## src/rtl/draw_arbiter.sv

```systemverilog
// Round-robin arbiter that multiplexes three drawing clients onto one VGA adapter port.
// One client holds the grant until done, request drop or hold timeout; outputs are registered.
module draw_arbiter #(
  parameter logic [15:0] TIMEOUT = 16'd20000
) (
  input  logic        clk,
  input  logic        reset,
  input  logic [2:0]  req,
  input  logic [2:0]  done,
  input  logic [2:0]  plotIn,
  input  logic [23:0] xIn,
  input  logic [20:0] yIn,
  input  logic [8:0]  colourIn,
  output logic [2:0]  grant,
  output logic [7:0]  xout,
  output logic [6:0]  yout,
  output logic [2:0]  colourOut,
  output logic        plot,
  output logic        busy,
  output logic        timeoutErr
);

  typedef enum logic [1:0] {IDLE, GRANT, RELEASE} state_t;

  state_t      state, state_next;
  logic [1:0]  g, last_ptr, winner;
  logic [1:0]  c0, c1, c2;
  logic [15:0] hold;
  logic        found, to_err;
  logic        sel_req, sel_done, sel_plot;
  logic [7:0]  sel_x;
  logic [6:0]  sel_y;
  logic [2:0]  sel_c;

  function automatic logic [1:0] next_idx(input logic [1:0] i);
    return (i == 2'd2) ? 2'd0 : i + 2'd1;
  endfunction

  function automatic logic bit_at(input logic [2:0] v, input logic [1:0] i);
    case (i)
      2'd0:    return v[0];
      2'd1:    return v[1];
      default: return v[2];
    endcase
  endfunction

  // Round-robin search starts just after the last client served.
  always_comb begin
    c0     = next_idx(last_ptr);
    c1     = next_idx(c0);
    c2     = next_idx(c1);
    found  = |req;
    winner = bit_at(req, c0) ? c0 : (bit_at(req, c1) ? c1 : c2);
  end

  always_comb begin
    sel_req  = bit_at(req, g);
    sel_done = bit_at(done, g);
    sel_plot = bit_at(plotIn, g);
    case (g)
      2'd0: begin
        sel_x = xIn[7:0];
        sel_y = yIn[6:0];
        sel_c = colourIn[2:0];
      end
      2'd1: begin
        sel_x = xIn[15:8];
        sel_y = yIn[13:7];
        sel_c = colourIn[5:3];
      end
      default: begin
        sel_x = xIn[23:16];
        sel_y = yIn[20:14];
        sel_c = colourIn[8:6];
      end
    endcase
  end

  // done outranks the timeout so a client finishing on the last allowed cycle is not flagged.
  always_comb begin
    state_next = state;
    to_err     = 1'b0;
    case (state)
      IDLE: begin
        if (found) state_next = GRANT;
      end
      GRANT: begin
        if (sel_done) begin
          state_next = RELEASE;
        end else if (hold == TIMEOUT - 16'd1) begin
          state_next = RELEASE;
          to_err     = 1'b1;
        end else if (!sel_req) begin
          state_next = RELEASE;
        end
      end
      default: state_next = IDLE;
    endcase
  end

  always_comb begin
    grant = '0;
    if (state == GRANT) begin
      case (g)
        2'd0:    grant = 3'b001;
        2'd1:    grant = 3'b010;
        default: grant = 3'b100;
      endcase
    end
    busy = (state != IDLE);
  end

  always_ff @(posedge clk) begin
    if (reset) begin
      state      <= IDLE;
      g          <= '0;
      last_ptr   <= 2'd2;
      hold       <= '0;
      xout       <= '0;
      yout       <= '0;
      colourOut  <= '0;
      plot       <= 1'b0;
      timeoutErr <= 1'b0;
    end else begin
      state <= state_next;
      plot  <= 1'b0;
      case (state)
        IDLE: begin
          if (found) begin
            g    <= winner;
            hold <= '0;
          end
        end
        GRANT: begin
          hold      <= hold + 16'd1;
          xout      <= sel_x;
          yout      <= sel_y;
          colourOut <= sel_c;
          plot      <= sel_plot;
        end
        default: last_ptr <= g;
      endcase
      if (to_err) timeoutErr <= 1'b1;
    end
  end

endmodule

```

## config.mk

```make
export PLATFORM = sky130hd
export DESIGN_NAME = draw_arbiter
export DESIGN_NICKNAME = d
export VERILOG_FILES = /design/src/rtl/draw_arbiter.sv
export SDC_FILE = /design/constraint.sdc
export NUM_CORES = 1
export LEC_CHECK = 0
export CAP_MARGIN = 20
export CORE_UTILIZATION = 60
export DETAILED_ROUTE_END_ITERATION = 10
export DONT_BUFFER_PORTS = 1
export PLACE_DENSITY = 0.86
export SYNTH_ARGS = -nofsm -noshare
export SYNTH_HDL_FRONTEND = slang
export SYNTH_SLANG_ARGS = --single-unit
```

## constraint.sdc

```tcl
create_clock -name clk -period 2.9 [get_ports clk]
set_clock_uncertainty 0.15 [all_clocks]
set_input_delay 0.435 -clock clk [delete_from_list [all_inputs] [get_ports clk]]
set_output_delay 0.435 -clock clk [all_outputs]
set_load 0.005 [all_outputs]
```

==> results of run 1 <==
==> cells in the final DEF (no fill, tap or decap), drive strengths merged, types with 4 or more instances in the layout <==
cell type / netlist / routed
inv: 7 / 7
or3: 4 / 4
dfxtp: 42 / 42
nor3: 6 / 6
nand2: 65 / 65
nand4: 5 / 5
buf: 7 / 4
nand3: 4 / 4
a21oi: 32 / 32
mux2i: 23 / 23
o21ai: 21 / 21
o211ai: 4 / 4
o311ai: 4 / 4
clkbuf: 13 / 6
nor2: 13 / 13
or4: 6 / 6
==> metal layers <==
layer,vias to the layer above,track usage (%)
met5,-,0
met4,0,9.88
met3,8,7.12
met2,67,41.0
met1,910,30.6
li1,998,-
==> through the flow <==
step / hold WS, ns / worst slack [ns] / util, % / instances
after floorplan: 0.303 / 1.10 / - / 285
after global placement: 0.311 / 0.856 / 64.3 / 314
after detailed placement: 0.313 / 0.808 / 64.3 / 314
after CTS: 0.00377 / 0.785 / 67.2 / 323
after global routing: 0.00295 / 0.649 / 67.2 / 323
final: 0.0241 / 0.789 / 67.2 / 323
==> critical path, stage by stage (launching register included) <==
cell and delay [ns]:
dfxtp_1 0.38, nand2b_4 0.31, or3_1 0.55, or4_1 0.51
a21oi_1 0.15
==> power by group through the flow <==
stage	clock (µW)	combinational, µW	sequential, µW
4_1_cts	382	240	657
2_1_floorplan	0	214	649
6_report	371	239	657
3_5_place_dp	0	231	670
3_3_place_gp	0	225	670
5_1_grt	410	271	662
==> sequential cells by signal, indices dropped and copies added, names as in the netlist <==
register    flops
timeoutErr      1
colourOut       3
last_ptr        2
plot            1
xout            8
yout            7
state           2
g               2
hold           16
==> cells by family after synthesis <==
family                     count (synthesis)
and+or+nand+nor                          117
AOI/OAI and AO/OA                         73
DFF                                       42
buffers and inverters                     27
muxes                                     24
xor gates and xnor gates                   1
adders and majority gates                  1
==> area by class of cell <==
class	count	share of cell area, %
clock buffer	6	1.80
clock inverter	2	1.64
inverter	7	1.15
multi-input combinational	216	54.4
sequential	42	36.6
tap	46	2.51
timing repair buffer	4	1.85
==> cell usage after synthesis, drive strengths merged <==
cell      n  share of area, %
nand2    65                11
and4      2              0.80
nor2     13               2.2
nand3     4              0.91
buf       7               1.4
o21ai    21               4.8
dfxtp    42                38
a311oi    1              0.40
nor2b     1              0.29
a21oi    32               7.3
a211oi    1              0.34
o311ai    4               1.6
nand4b    1              0.40
o31ai     1              0.34
and3      1              0.29
o21a      2              0.68
and2      1              0.29
o31a      1              0.40
o221a     1              0.51
mux2i    23                10
mux2      1              0.51
nor4      1              0.29
nor3b     1              0.34
o2111ai   1              0.40
or4       6               2.1
inv       7               1.2
a31oi     2              0.57
o41ai     1              0.40
nand4     5               1.4
nand2b    2              0.91
or2       1              0.29
o211ai    4               1.4
xor2      1              0.40
nand3b    2              0.68
or3       4               1.1
or4bb     1              0.51
clkbuf   13               2.2
nor3      6               1.4
ha        1              0.57
a32oi     1              0.40
==> worst paths after layout <==
path	endpoint	depth (start not counted)	from	slack, ns
worst min-delay path	hold[9]	1	reset	0.02
worst max register to register	hold[15]	4	state[1]	0.79
worst max-delay path	hold[15]	4	state[1]	0.79
worst min register to register	yout[3]	2	yout[3]	0.34
==> repair_timing <==
action / CTS / global route
setup endpoints to repair: 0 / 0
hold buffers: 1 / 0
hold endpoints to repair: 34 / 0
buffers inserted: 0 / 0
resized for setup: 0 / 0
==> summary.txt, run 1 <==
GRT
  – Vias in the first global route: 1766
  – First-pass GRT wire length: 7830 µm
  – Gr ovfl total: 0
  – Largest net degree at the start of global routing: 35
  – Initial antenna violation count: 0
  – Total GRT Usage: between 20% and 30%

Power and ir drop
  – Lkg Pwr: 0.000753 µW
  – Power Internal: 892 µW
  – Clock power frac: 29.3%
  – Total power draw: 1270 µW
  – Peak supply drop: 0.424 mV
  – Combinational Power Share: 18.9%
  – Sw power: 374 µW
  – Switch share: between 20% and 30%
  – Sequential share of power: 51.9%
  – PD cells: 552 mW/mm²

STA
  – Period minus WS final: 2.11 ns
  – Final hold vios: 0
  – Worst slew margin relative to its limit: 51.8%
  – Worst-Margin Slew: 0.722 ns
  – Fin crit share: ~73%
  – Final TNS setup: 0 ns
  – Unrepaired setup endpoints after global routing: false
  – Fmax: 0.474 GHz
  – Pins Over Slew Limit: 0
  – Final setup viols: 0

Detailed routing
  – Routed len/inst: roughly 14 µm
  – Met3 WL: 263 µm
  – First-pass detailed-route iteration total: 4
  – Residual DRC count: 0
  – Drt initial violations: 42
  – Met2 Wirelength: 2310 µm
  – Detailed Route WL: 4680 µm
  – DR top layer: met4
  – Post-DRT Antenna Nets: 0
  – M1 WL: 2020 µm
  – Via count: about 2000
  – DR vias/cell: 6.14

Finish
  – Register Area: 841 µm²
  – Layout Area Growth over Synthesis: 4.62%
  – Multi-input logic area: ~0.0012 mm²
  – Layout cells sized above 1: 5.78%
  – Final instance area: 0.00229 mm²
  – Fill cell count: 300
  – N_diodes: 0
  – Final nets: 342

Floorplan
  – Die Area: 0.00390 mm²
  – Boundary Pins: 89
  – Die H: 62.5 µm
  – Site Rows: 21
  – Core area: 0.00342 mm²
  – Initial Utilization: 64.2%
  – Die width: 62.5 µm

Synth
  – Largest family of logic cells by synthesized area: simple AND/OR/NAND/NOR gates
  – Syn avg cell area: 7.70 µm²
  – Syn Nets: between 300 and 400
  – Synth warn: 0
  – Synth Area in Simple Gates: 25.3%
  – Adder and majority gate portion of the synthesized area: 0.570%
  – Register area share after synthesis: a little under two fifths
  – Synth Area in Compound Gates: around a fifth
  – Post-synth cell types: 42
  – FF+latch count, synth: 42
  – Multiplexer share of the synthesized area: 11.0%
  – Cell count after synthesis: 285
  – Post-synthesis xor/xnor area fraction: 0.399%
  – Mapped cell area: approximately 0.0022 mm²

Clock tree
  – Clock-pin slew on the worst setup and hold paths: approximately 0.12 ns
  – H-tree Lvls: 2
  – CTS tree: done
  – CTS root buffer: clkbuf_4
  – Clk buf depth: 2
  – Worst-Skew Late Latency: 0.36 ns
  – Clock sinks: 42
  – CTS buffer count: 5

Critical path
  – CP endpoint kind: flop
  – Crit path kind: reg2reg
  – WP data arrival: 2.25 ns
  – Critical path launch point type: flop
  – Worst path required time: 3.04 ns
  – Peak fanout along the critical path: 33

Worst hold path
  – Worst hold path class: in2reg

Outcome
  – Outcome: finished, final reports clean

Place
  – HPWL Detailed: 3320 µm
  – # port buffers: 0
  – Post-DP Area: 0.00220 mm²
  – Gp weighted congestion: 0.798

Run
  – Max Cap Violations: 0
(Power assumes the default switching activity.)
==> run 2, diff against run 1 <==
CORE_UTILIZATION = 56   (was 60)
PLACE_DENSITY = 0.84   (was 0.86)
clock period = 1.9 ns   (was 2.9 ns; I/O delays follow)
==> summary.txt, run 2 (synthesis results as in run 1) <==
Detailed routing
  – Routed len/inst: 16.3 µm
  – Post-DRT Antenna Nets: 0
  – Residual DRC count: 0
  – Detailed Route WL: 5450 µm
  – First-pass detailed-route iteration total: 4
  – DR vias/cell: between 6 and 7
  – Drt initial violations: 184
  – Via count: 2077

STA
  – Setup slack after layout: 0.000695 ns
  – Worst slew margin relative to its limit: 74.8%
  – Worst hold slack: 0.0153 ns
  – Period minus WS final: around 1.9 ns
  – Final setup viols: 0
  – Fmax: 0.527 GHz
  – Final TNS setup: 0 ns
  – Pins Over Slew Limit: 0
  – Final hold vios: 0
  – Worst-Margin Slew: 0.376 ns
  – Fin crit share: 100%

Power and ir drop
  – PD cells: 823 mW/mm²
  – Total power draw: around 2000 µW
  – Power Internal: roughly 1400 µW
  – Combinational Power Share: a little over a fifth
  – Lkg Pwr: 0.000806 µW
  – Sw power: 626 µW
  – Peak supply drop: around 0.57 mV
  – Switch share: a little under a third
  – Clock power frac: roughly 30%
  – Sequential share of power: 49.6%

Critical path
  – Setup slack, reg-to-reg: 0.0007 ns
  – CP endpoint kind: flop
  – Crit path kind: reg2reg
  – WP buf/inv: 0
  – Peak fanout along the critical path: 5
  – Worst path required time: 1.99 ns
  – Slowest stage delay, CP: 0.57 ns
  – WP data arrival: between 1.5 and 2 ns
  – Critical path launch point type: flop
  – CP top delay family: simple AND/OR/NAND/NOR gates
  – Worst path cell trace: ha_4 -> and4_4 -> nand4_1 -> or4_1 -> a21oi_1
  – Slowest-stage cell, CP: or4_1

Clock tree
  – H-tree Lvls: 2
  – CTS buffer count: 5
  – Clk buf depth: 2
  – CTS tree: done
  – Clock-pin slew on the worst setup and hold paths: ~0.080 ns
  – Worst-Skew Late Latency: 0.30 ns
  – Clock sinks: 42
  – CTS root buffer: clkbuf_8

Finish
  – Commonest non-fill, non-tap cells in the layout: 65 x nand2_1, 38 x dfxtp_1, 32 x a21oi_1, 23 x mux2i_1, 21 x o21ai_0
  – Commonest non-fill, non-tap cell in the layout: nand2_1
  – Final nets: 351
  – Register Area: 846 µm²
  – N_diodes: 0
  – Layout Area Growth over Synthesis: 10.5%
  – Fin util: 65.2%
  – Max reg flops: 16
  – Fill cell count: 295
  – Most flop-heavy register: hold
  – Layout cells sized above 1: 11.9%
  – Biggest regs: hold: 16 flops, xout: 8 flops, yout: 7 flops
  – Multi-input logic area: 0.00127 mm²

Place
  – # port buffers: 0
  – Gp weighted congestion: approximately 0.83
  – HPWL Detailed: about 3700 µm
  – Dpl ws: -0.0259 ns

Outcome
  – Outcome: finished, final reports clean

Worst hold path
  – Worst hold path class: in2reg

GRT
  – Largest net degree at the start of global routing: 40
  – Initial antenna violation count: 0
  – First-pass GRT wire length: ~8500 µm
  – Vias in the first global route: 1853
  – Gr ovfl total: 0
  – Total GRT Usage: 26.6%

Floorplan
  – Site Rows: 22
  – Die Area: 0.00417 mm²
  – Initial Utilization: 59.0%
  – Die width: 64.6 µm
  – Die H: 64.6 µm
  – Core area: ~0.0037 mm²
  – Boundary Pins: slightly below 90

Run
  – Max Cap Violations: 0
[run 2: area by class of cell]
| class | instances | share of cell area [%] |
|---|---|---|
| clock buffer | 5 | 2.84 |
| clock inverter | 3 | 0.878 |
| inverter | 7 | 1.08 |
| multi-input combinational | 216 | 52.6 |
| sequential | 42 | 34.9 |
| tap | 48 | 2.48 |
| timing repair buffer | 13 | 5.21 |
[run 2: power by group through the flow]
stage          clock, µW  combinational [µW]  sequential (µW)
2_1_floorplan          0                 326              991
3_3_place_gp           0                 390             1010
3_5_place_dp           0                 400             1010
4_1_cts              588                 417              988
5_1_grt              638                 466              999
6_report             584                 422              990
[run 2: final timing paths]
kind,from,to,cells past startpoint
worst max-delay path,hold[1],hold[10],5
worst min-delay path,req[2],g[1],2
worst max register to register,hold[1],hold[10],5
worst min register to register,xout[0],xout[0],2
[run 2: worst register-to-register path, cell delays in order (launching register included)]
cell     delay, ns
dfxtp_2       0.37
ha_4          0.15
and4_4        0.24
nand4_1       0.21
or4_1         0.57
a21oi_1       0.14
[run 2: timing repair]
action	in CTS	in global routing
gates cloned	0	0
pin swaps	1	1
endpoints found under the hold margin	37	0
endpoints found under the setup margin	1	8
gates resized for setup	0	10
hold buffers	1	0
setup buffers	1	2
[run 2: metrics by stage]
| step | instances | area, µm² |
|---|---|---|
| final | 334 | 2420 |
| after global routing | 334 | 2420 |
| after detailed placement | 322 | 2260 |
| after global placement | 322 | 2260 |
| after floorplan | 285 | 2190 |
| after CTS | 332 | 2370 |
[run 2: layer usage]
layer,share of wire (%),track usage [%],wire (µm),vias up
li1,-,-,-,1019
met1,41,32.6,2230,937
met2,49,44.2,2680,107
met3,7.6,6.34,417,14
met4,2.3,11.7,123,0
met5,0,0,0,-
